--- config.mk ---
export PLATFORM = sky130hd
export DESIGN_NAME = key_event_scheduler
export DESIGN_NICKNAME = d
export VERILOG_FILES = /design/src/rtl/key_evt_pkg.sv /design/src/rtl/rr_arbiter.sv /design/src/rtl/key_event_scheduler.sv
export SDC_FILE = /design/constraint.sdc
export NUM_CORES = 1
export LEC_CHECK = 0
export CORE_MARGIN = 1
export CORE_UTILIZATION = 43
export CTS_CLUSTER_DIAMETER = 60
export DETAILED_ROUTE_END_ITERATION = 12
export DONT_BUFFER_PORTS = 1
export PLACE_DENSITY = 0.64
export SYNTH_ARGS = -nofsm -noshare
export SYNTH_HDL_FRONTEND = slang
export SYNTH_SLANG_ARGS = --single-unit
--- constraint.sdc ---
create_clock -name clk -period 2.3 [get_ports clk]
set_input_delay 0.23 -clock clk [delete_from_list [all_inputs] [get_ports clk]]
set_output_delay 0.23 -clock clk [all_outputs]
set_load 0.02 [all_outputs]
--- src/rtl/key_evt_pkg.sv ---
// Shared constants and types for the key event scheduler.
package key_evt_pkg;

    // Default geometry: four keys feeding a four-entry event queue.
    localparam int N_KEYS_DEF     = 4;
    localparam int FIFO_DEPTH_DEF = 4;
    localparam int CODE_W_DEF     = 2;

    // Pointer width for the default queue; the count needs one extra bit
    // so that a full queue is distinguishable from an empty one.
    localparam int PTR_W_DEF = $clog2(FIFO_DEPTH_DEF);
    localparam int CNT_W_DEF = PTR_W_DEF + 1;

    // Key index as carried through the event stream.
    typedef logic [CODE_W_DEF-1:0] key_code_t;

endpackage

--- src/rtl/rr_arbiter.sv ---
// Round-robin arbiter: picks one requesting key, searching from the key
// after the previous winner so every key gets a turn.
module rr_arbiter
    import key_evt_pkg::*;
#(
    parameter int N_KEYS = N_KEYS_DEF,
    parameter int CODE_W = CODE_W_DEF
) (
    input  logic [N_KEYS-1:0] req,
    input  logic [CODE_W-1:0] last_grant,
    output logic              gnt_valid,
    output logic [CODE_W-1:0] gnt_idx
);

    // Walk offsets 1..N_KEYS from the last winner; the first requester seen wins.
    always_comb begin
        int          idx;
        logic [CODE_W-1:0] idx_c;
        // NOTE: every combinational output gets a default before any branch,
        // otherwise a path that skips the assignment infers a latch.
        gnt_valid = 1'b0;
        gnt_idx   = '0;
        idx       = 0;
        idx_c     = '0;
        for (int k = 1; k <= N_KEYS; k++) begin
            idx   = (int'(last_grant) + k) % N_KEYS;
            idx_c = CODE_W'(idx);
            if (!gnt_valid && req[idx_c]) begin
                gnt_valid = 1'b1;
                gnt_idx   = idx_c;
            end
        end
    end

endmodule

--- src/rtl/key_event_scheduler.sv ---
// Key event scheduler: latches per-key press pulses, arbitrates them
// round-robin and queues the winning key indices for the application FSM.
module key_event_scheduler
    import key_evt_pkg::*;
#(
    parameter int N_KEYS     = N_KEYS_DEF,
    parameter int FIFO_DEPTH = FIFO_DEPTH_DEF,
    parameter int CODE_W     = CODE_W_DEF
) (
    input  logic                        clk,
    input  logic                        reset_n,
    input  logic [N_KEYS-1:0]           key_pulse,
    input  logic                        evt_ready,
    input  logic                        clr_overflow,
    output logic                        evt_valid,
    output logic [CODE_W-1:0]           evt_code,
    output logic [N_KEYS-1:0]           pending,
    output logic [$clog2(FIFO_DEPTH):0] fifo_count,
    output logic                        overflow
);

    localparam int PTR_W = $clog2(FIFO_DEPTH);
    localparam int CNT_W = PTR_W + 1;

    // Registered state.
    logic [N_KEYS-1:0] pending_q;
    logic [CODE_W-1:0] last_grant_q;
    logic [CODE_W-1:0] mem [FIFO_DEPTH];
    logic [PTR_W-1:0]  wr_ptr_q;
    logic [PTR_W-1:0]  rd_ptr_q;
    logic [CNT_W-1:0]  count_q;
    logic              overflow_q;

    // Next-state and control signals.
    logic              has_room;
    logic [N_KEYS-1:0] arb_req;
    logic              gnt_valid;
    logic [CODE_W-1:0] gnt_idx;
    logic [N_KEYS-1:0] gnt_onehot;
    logic [N_KEYS-1:0] drop_vec;
    logic              ovf_set;
    logic              push;
    logic              pop;
    logic [N_KEYS-1:0] pending_d;
    logic [CNT_W-1:0]  count_d;

    // Room is judged on the registered count, so a full queue never takes a
    // push even if the consumer pops in the same cycle.
    assign has_room = (count_q < CNT_W'(FIFO_DEPTH));
    assign arb_req  = pending_q & {N_KEYS{has_room}};

    rr_arbiter #(
        .N_KEYS (N_KEYS),
        .CODE_W (CODE_W)
    ) u_arb (
        .req        (arb_req),
        .last_grant (last_grant_q),
        .gnt_valid  (gnt_valid),
        .gnt_idx    (gnt_idx)
    );

    // Decode the winner and work out which presses survive this cycle.
    always_comb begin
        gnt_onehot = '0;
        if (gnt_valid) begin
            gnt_onehot[gnt_idx] = 1'b1;
        end
        // A pulse on a key that is still waiting (and not leaving now) is lost.
        drop_vec  = key_pulse & pending_q & ~gnt_onehot;
        ovf_set   = |drop_vec;
        // A pulse in the grant cycle re-arms the key, keeping a second event.
        pending_d = (pending_q & ~gnt_onehot) | key_pulse;
    end

    assign push = gnt_valid;
    assign pop  = evt_valid && evt_ready;

    // Occupancy update; simultaneous push and pop cancel out.
    always_comb begin
        count_d = count_q;
        case ({push, pop})
            2'b10:   count_d = count_q + CNT_W'(1);
            2'b01:   count_d = count_q - CNT_W'(1);
            default: count_d = count_q;
        endcase
    end

    // Pending latches, arbitration history, pointers, count and overflow flag.
    always_ff @(posedge clk or negedge reset_n) begin
        if (!reset_n) begin
            pending_q    <= '0;
            last_grant_q <= CODE_W'(N_KEYS - 1);
            wr_ptr_q     <= '0;
            rd_ptr_q     <= '0;
            count_q      <= '0;
            overflow_q   <= 1'b0;
        end else begin
            // NOTE: state registers use non-blocking assignment so every
            // register samples the pre-edge values of the others.
            pending_q <= pending_d;
            count_q   <= count_d;
            if (gnt_valid) begin
                last_grant_q <= gnt_idx;
            end
            if (push) begin
                wr_ptr_q <= wr_ptr_q + PTR_W'(1);
            end
            if (pop) begin
                rd_ptr_q <= rd_ptr_q + PTR_W'(1);
            end
            if (ovf_set) begin
                overflow_q <= 1'b1;
            end else if (clr_overflow) begin
                overflow_q <= 1'b0;
            end
        end
    end

    // Event storage written at the tail on each grant.
    // NOTE: the storage array has no reset; stale entries are never visible
    // because the head is masked whenever the count is zero.
    always_ff @(posedge clk) begin
        if (push) begin
            mem[wr_ptr_q] <= gnt_idx;
        end
    end

    // Outputs decoded from registers only.
    assign evt_valid  = (count_q != '0);
    assign evt_code   = evt_valid ? mem[rd_ptr_q] : '0;
    assign pending    = pending_q;
    assign fifo_count = count_q;
    assign overflow   = overflow_q;

endmodule

== Yosys cells after proc, flatten, opt, wreduce, memory -nomap -nowiden ==
Memory sizes are Yosys's and may differ from the RTL's.
Index checks and enable logic that the tools add are counted.

* Register bits after elaboration: 14
* Bits in latches: 0
* Bits in writable memories: 8
* Memory bits (read-only): 0
* Input bits: 8
* Logic and storage cells: 67
* Memories kept: 1

* $add $sub $neg: 8
* Multipliers: 0
* Div/mod/pow operators: 0
* Magnitude comparators: 7
* Eq/ne operators: 2
* Shift operators: 0
* Muxes and demuxes: 25
* Bitwise operators: 6
* Reductions and logical operators: 12

{| class="wikitable"
|+ Memory list
! name !! words !! width !! read ports !! clocked after Yosys merged registers in !! wr ports !! RTL line !! RTL
|-
| mem || 4 || 2 || 1 || 0 || 1 || key_event_scheduler.sv:28 || <nowiki>logic [CODE_W-1:0] mem [FIFO_DEPTH];</nowiki>
|}

{| class="wikitable"
|+ Operators with widths
! cell !! count
|-
| 4-bit AND || 4
|-
| 2-bit by 3-bit < comparator with 1-bit output, second input constant || 5
|-
| 1-bit two-way mux || 13
|-
| 2-bit two-way mux || 5
|-
| 2-bit by 1-bit adder with 2-bit output, second input constant || 4
|-
| 1-bit binary-select mux with 2-bit select || 4
|-
| 3-bit case mux with 2 select lines || 1
|-
| 1-bit logical AND || 5
|-
| 2-bit adder, second input constant || 2
|-
| 4-bit two-way mux || 1
|-
| 4-bit NOT || 1
|-
| 4-bit bitwise OR || 1
|-
| 2-bit nonzero test || 2
|-
| 4-bit OR reduction || 1
|-
| 3-bit by 1-bit adder with 3-bit output, second input constant || 1
|-
| 1-bit logical NOT || 3
|-
| 3-bit < comparator, second input constant || 1
|-
| 3-bit nonzero test || 1
|-
| 3-bit by 1-bit subtractor with 3-bit output, second input constant || 1
|-
| 1-bit demux with 2-bit select || 1
|-
| 2-bit by 1-bit equality test with 1-bit output, second input constant || 1
|-
| 2-bit equality test, second input constant || 1
|-
| 2-bit by 1-bit greater-or-equal comparator with 1-bit output, second input constant || 1
|}

== Depth between registers and ports, before layout ==
* Depth in word-level cells: 23
* Mapped depth: 10
* Depth with buffers taken out: 9

== Hierarchy ==
Synthesis repeated with hierarchy kept, for this count alone.

* Cell total of the unflattened synthesis: 92
* Area total of the unflattened synthesis: 1,117.3 um2

{| class="wikitable"
|+ Modules (own cells, without submodules)
! module !! times used !! cells each !! area an instance (um2) !! sequential area each (um2)
|-
| key_event_scheduler || 1 || 78 || 1,026.0 || 593.1
|-
| rr_arbiter || 1 || 14 || 91.3 || 0.0
|}

== Least setup slack after synthesis ==
OpenSTA, ideal clock, no wires.

* Path type: reg-to-reg
* Start: register count_q[2], in the netlist fifo_count[2]
* End: register count_q[1], in the netlist fifo_count[1]
* Data arrival time: 2,130 ps
* Path slack: 87 ps
* Stages on the path, launching flop included: 8
* Period minus slack after synthesis: 2,213 ps
* Path through: dfrtp_1 -> buf_2 -> or3_1 -> and2_1 -> ha_1 -> inv_1 -> fa_1 -> o21ai_0

* Elaborated cells between the ends (all ways): 26
* Classes of those cells: 1 x order compare; 2 x eq/ne; 13 x mux; 1 x bitwise; 9 x reduce/logical

{| class="wikitable"
|+ RTL lines
! element !! RTL line !! RTL
|-
| start, declared || key_event_scheduler.sv:31 || <nowiki>logic [CNT_W-1:0] count_q;</nowiki>
|-
| start signal, assigned || key_event_scheduler.sv:101 || <nowiki>count_q <= count_d;</nowiki>
|-
| 3-bit nonzero test (*) || key_event_scheduler.sv:129 || <nowiki>assign evt_valid = (count_q != '0);</nowiki>
|-
| net evt_valid || key_event_scheduler.sv:15 || <nowiki>output logic evt_valid,</nowiki>
|-
| 1-bit logical AND (*) || key_event_scheduler.sv:76 || <nowiki>assign pop = evt_valid && evt_ready;</nowiki>
|-
| net pop || key_event_scheduler.sv:43 || <nowiki>logic pop;</nowiki>
|-
| 2-bit by 1-bit equality test with 1-bit output / 2-bit equality test (equally long branches) || key_event_scheduler.sv:81 || <nowiki>case ({push, pop})</nowiki>
|-
| 3-bit case mux with 2 select lines / 2-bit nonzero test (equally long branches) || - ||
|}

The timed path passes the listed nets; every way through them passes the cells marked *. The select of a mux whose other input is x is not followed.
A chain may end at the register's enable or synchronous reset.

== Worst setup path in the final report ==
* Start: register count_q[1], in the netlist fifo_count[1]
* End: register count_q[1], in the netlist fifo_count[1]

* Elaborated cells between the ends (all ways): 28
* Classes of those cells: 2 x add/sub; 1 x order compare; 2 x eq/ne; 13 x mux; 1 x bitwise; 9 x reduce/logical

{| class="wikitable"
|+ RTL lines
! element !! RTL line
|-
| 3-bit nonzero test (*) || key_event_scheduler.sv:129
|-
| 1-bit logical AND (*) || key_event_scheduler.sv:76
|-
| net pop || key_event_scheduler.sv:43
|-
| 2-bit by 1-bit equality test with 1-bit output / 2-bit equality test (equally long branches) || key_event_scheduler.sv:81
|-
| 3-bit case mux with 2 select lines / 2-bit nonzero test (equally long branches) || -
|}

Marked as above.

==> run summary <==
status: completed
routed via count: 873
WL/cell: 15.2 um
Final Wtd Congestion: 0.803
Syn Inst Count: 117
largest fanout on the critical path: 4
num rows: 19
vias per inst: 5.56
Crit. End Element: flip-flop
number of port buffers: 0
Least-Margin Pin Slew: 0.638 ns
Overall Power: 2.21 mW
most common cell after layout, fill and taps aside: dfrtp_1
maximum root-to-sink buffer count: 2
synth top area cells: dfrtp_1 24%, edfxtp_1 19%, ha_1 5.0%
grt total ovfl: 0
DRT Pass-1 Iters: 4
largest net degree at the start of global routing: 15
post-CTS sizing: 0
area grow syn2layout: 11.3%
fin worst setup slack: 0.324 ns
fin util: 50.5%
Initial Util: 45.4%
critical path class: reg -> reg
Post-DP HPWL: 1770 um
Final Hold Fails: 0
first-pass GRT wire length: 4020 um
crit path time final: 1.98 ns
IO Count: 19
post-CTS setup buffers: 0
post-synthesis sequential area ratio: 47.4%
Total GRT Usage: 16.5%
CTS Sinks: 22
die height: 55.9 um
Layout Cells excl Fill: 157
Clock Skews: 0.00660 ns
asr flop ratio synth: 63.6%
H-tree depth: 1
pre-CTS setup slack: 0.338 ns
clk slew on worst S/H paths: 0.13 ns
worst-skew pair later-pin latency: 0.31 ns
top-area cell type share of the netlist area: 24.0%
Worst Setup Start Kind: flip-flop
ratio of cells with drive above 1 in the final layout: 17.5%
DRT Wirelength: 2390 um
leakage: 0.591 nW
Final ANT Viol Nets: 0
nets@finish: 141
initial antenna violation count: 0
Power Density: 1590 nW/um^2
Mapped Area: 1250 sq um
synthesized area per cell: 10.7 sq um
DP Area: 1320 sq um
full die area: 3130 sq um
Setup violations, final: 0
Yosys reg bits: 22
number of global-route vias before repair: 904
unrepaired setup endpoints after global routing: false
clk root buf: clkbuf_4
Finished Cell Area: 1390 sq um
DR DRC count: 0
Placed Cells: 151
Max transition margin: 57.3%
core area: 2760 sq um
die width: 55.9 um
Hold-fix buffers, CTS: 2
Detailed Route Iter0 Violations: 27
Max Fclk: 506 MHz
Post-Syn Nets: 131
worst hold slack: 0.0183 ns
most frequent cells in the layout: 12 x dfrtp_1, 9 x nor2_1, 9 x buf_4
Main synth FF type: dfrtp_1
crit path DAT: 2.22 ns
Final Slew Violations: 0
HP Class: in -> reg
total CTS buffers: 3
Worst EP required: 2.55 ns
area leader, netlist: dfrtp_1
Worst VDD drop: 0.777 mV
YS warnings: 0
setup TNS: 0 ns
Tcrit/Tclk final: 85.9%
EDFF count, synth: 8
Distinct cells, synth: 41
Max Cap Viol: 0
ANT cells: 0
CTS tree: built
-- metal layers --
metal | vias up | global-route usage [%] | wire (um)
li1 | 423 | - | -
met5 | - | 0 | 0
met3 | 4 | 3.95 | 113
met1 | 429 | 22.4 | 1150
met2 | 17 | 26.5 | 1090
met4 | 0 | 4.88 | 31
-- worst paths after layout --
path                                           start                         to  cells past startpoint  slack (ns)
max in group asynchronous                    reset_n    wr_ptr_q[1]$_DFFE_PN0P_                      1        1.53
hold reg to reg              rd_ptr_q[1]$_DFFE_PN0P_    rd_ptr_q[1]$_DFFE_PN0P_                      1        0.54
min in group asynchronous                    reset_n  fifo_count[1]$_DFFE_PN0P_                      1        0.36
setup / recovery           fifo_count[1]$_DFFE_PN0P_  fifo_count[1]$_DFFE_PN0P_                      6        0.32
setup reg to reg           fifo_count[1]$_DFFE_PN0P_  fifo_count[1]$_DFFE_PN0P_                      6        0.32
hold / removal                          key_pulse[1]       pending[1]$_DFF_PN0_                      1        0.02
-- cells by family (layout without fill, tap and decap cells) --
| kind of cell | Yosys count | in the layout | synth area share (%) |
|---|---|---|---|
| buf+inv | 15 | 24 | 5.70 |
| simple gates | 37 | 37 | 16.1 |
| mux | 4 | 4 | 5.20 |
| xor+xnor | 6 | 6 | 4.20 |
| fa+ha+maj | 6 | 6 | 6.60 |
| compound gates | 27 | 27 | 14.8 |
| flops | 22 | 22 | 47.4 |
-- layout make-up --
class | count | area [sq um]
Fill cell | 244 | 1370
Sequential cell | 22 | 593
Multi-Input combinational cell | 80 | 587
Timing Repair Buffer | 11 | 87.6
Tap cell | 31 | 38.8
Inverter | 9 | 33.8
Clock inverter | 1 | 30.0
Clock buffer | 3 | 22.5
-- cells in the mapped netlist (2+ instances only) --
library cell,count
dfrtp_1,12
nor2_1,9
and2_1,8
edfxtp_1,8
inv_1,8
nand2_1,7
a21oi_1,6
ha_1,5
o21ai_0,5
a22oi_1,3
buf_2,3
nand2b_1,3
xnor2_1,3
xor2_1,3
a21o_1,2
a22o_1,2
dfstp_2,2
mux2i_1,2
mux4_2,2
o221ai_1,2
o31ai_1,2
-- registers in the layout (all words and copies together) (netlist names) --
signal / cells
rd_ptr_q: 2
fifo_count: 3
last_grant_q: 2
mem: 8
pending: 4
overflow: 1
wr_ptr_q: 2
-- critical path, stage by stage, from the launching register on --
cell	delay (ns)
dfrtp_1	0.50
or3_1	0.36
and2_1	0.21
ha_1	0.22
inv_1	0.07
fa_1	0.40
o21ai_0	0.16
-- power by group --
part / internal, mW / switching [mW] / leakage [nW] / total, mW
Clock: 0.176 / 0.125 / 0.0279 / 0.301
Combinational: 0.467 / 0.668 / 0.337 / 1.14
Sequential: 0.632 / 0.146 / 0.226 / 0.778
Total: 1.28 / 0.939 / 0.591 / 2.21
(Power assumes the default switching activity.)
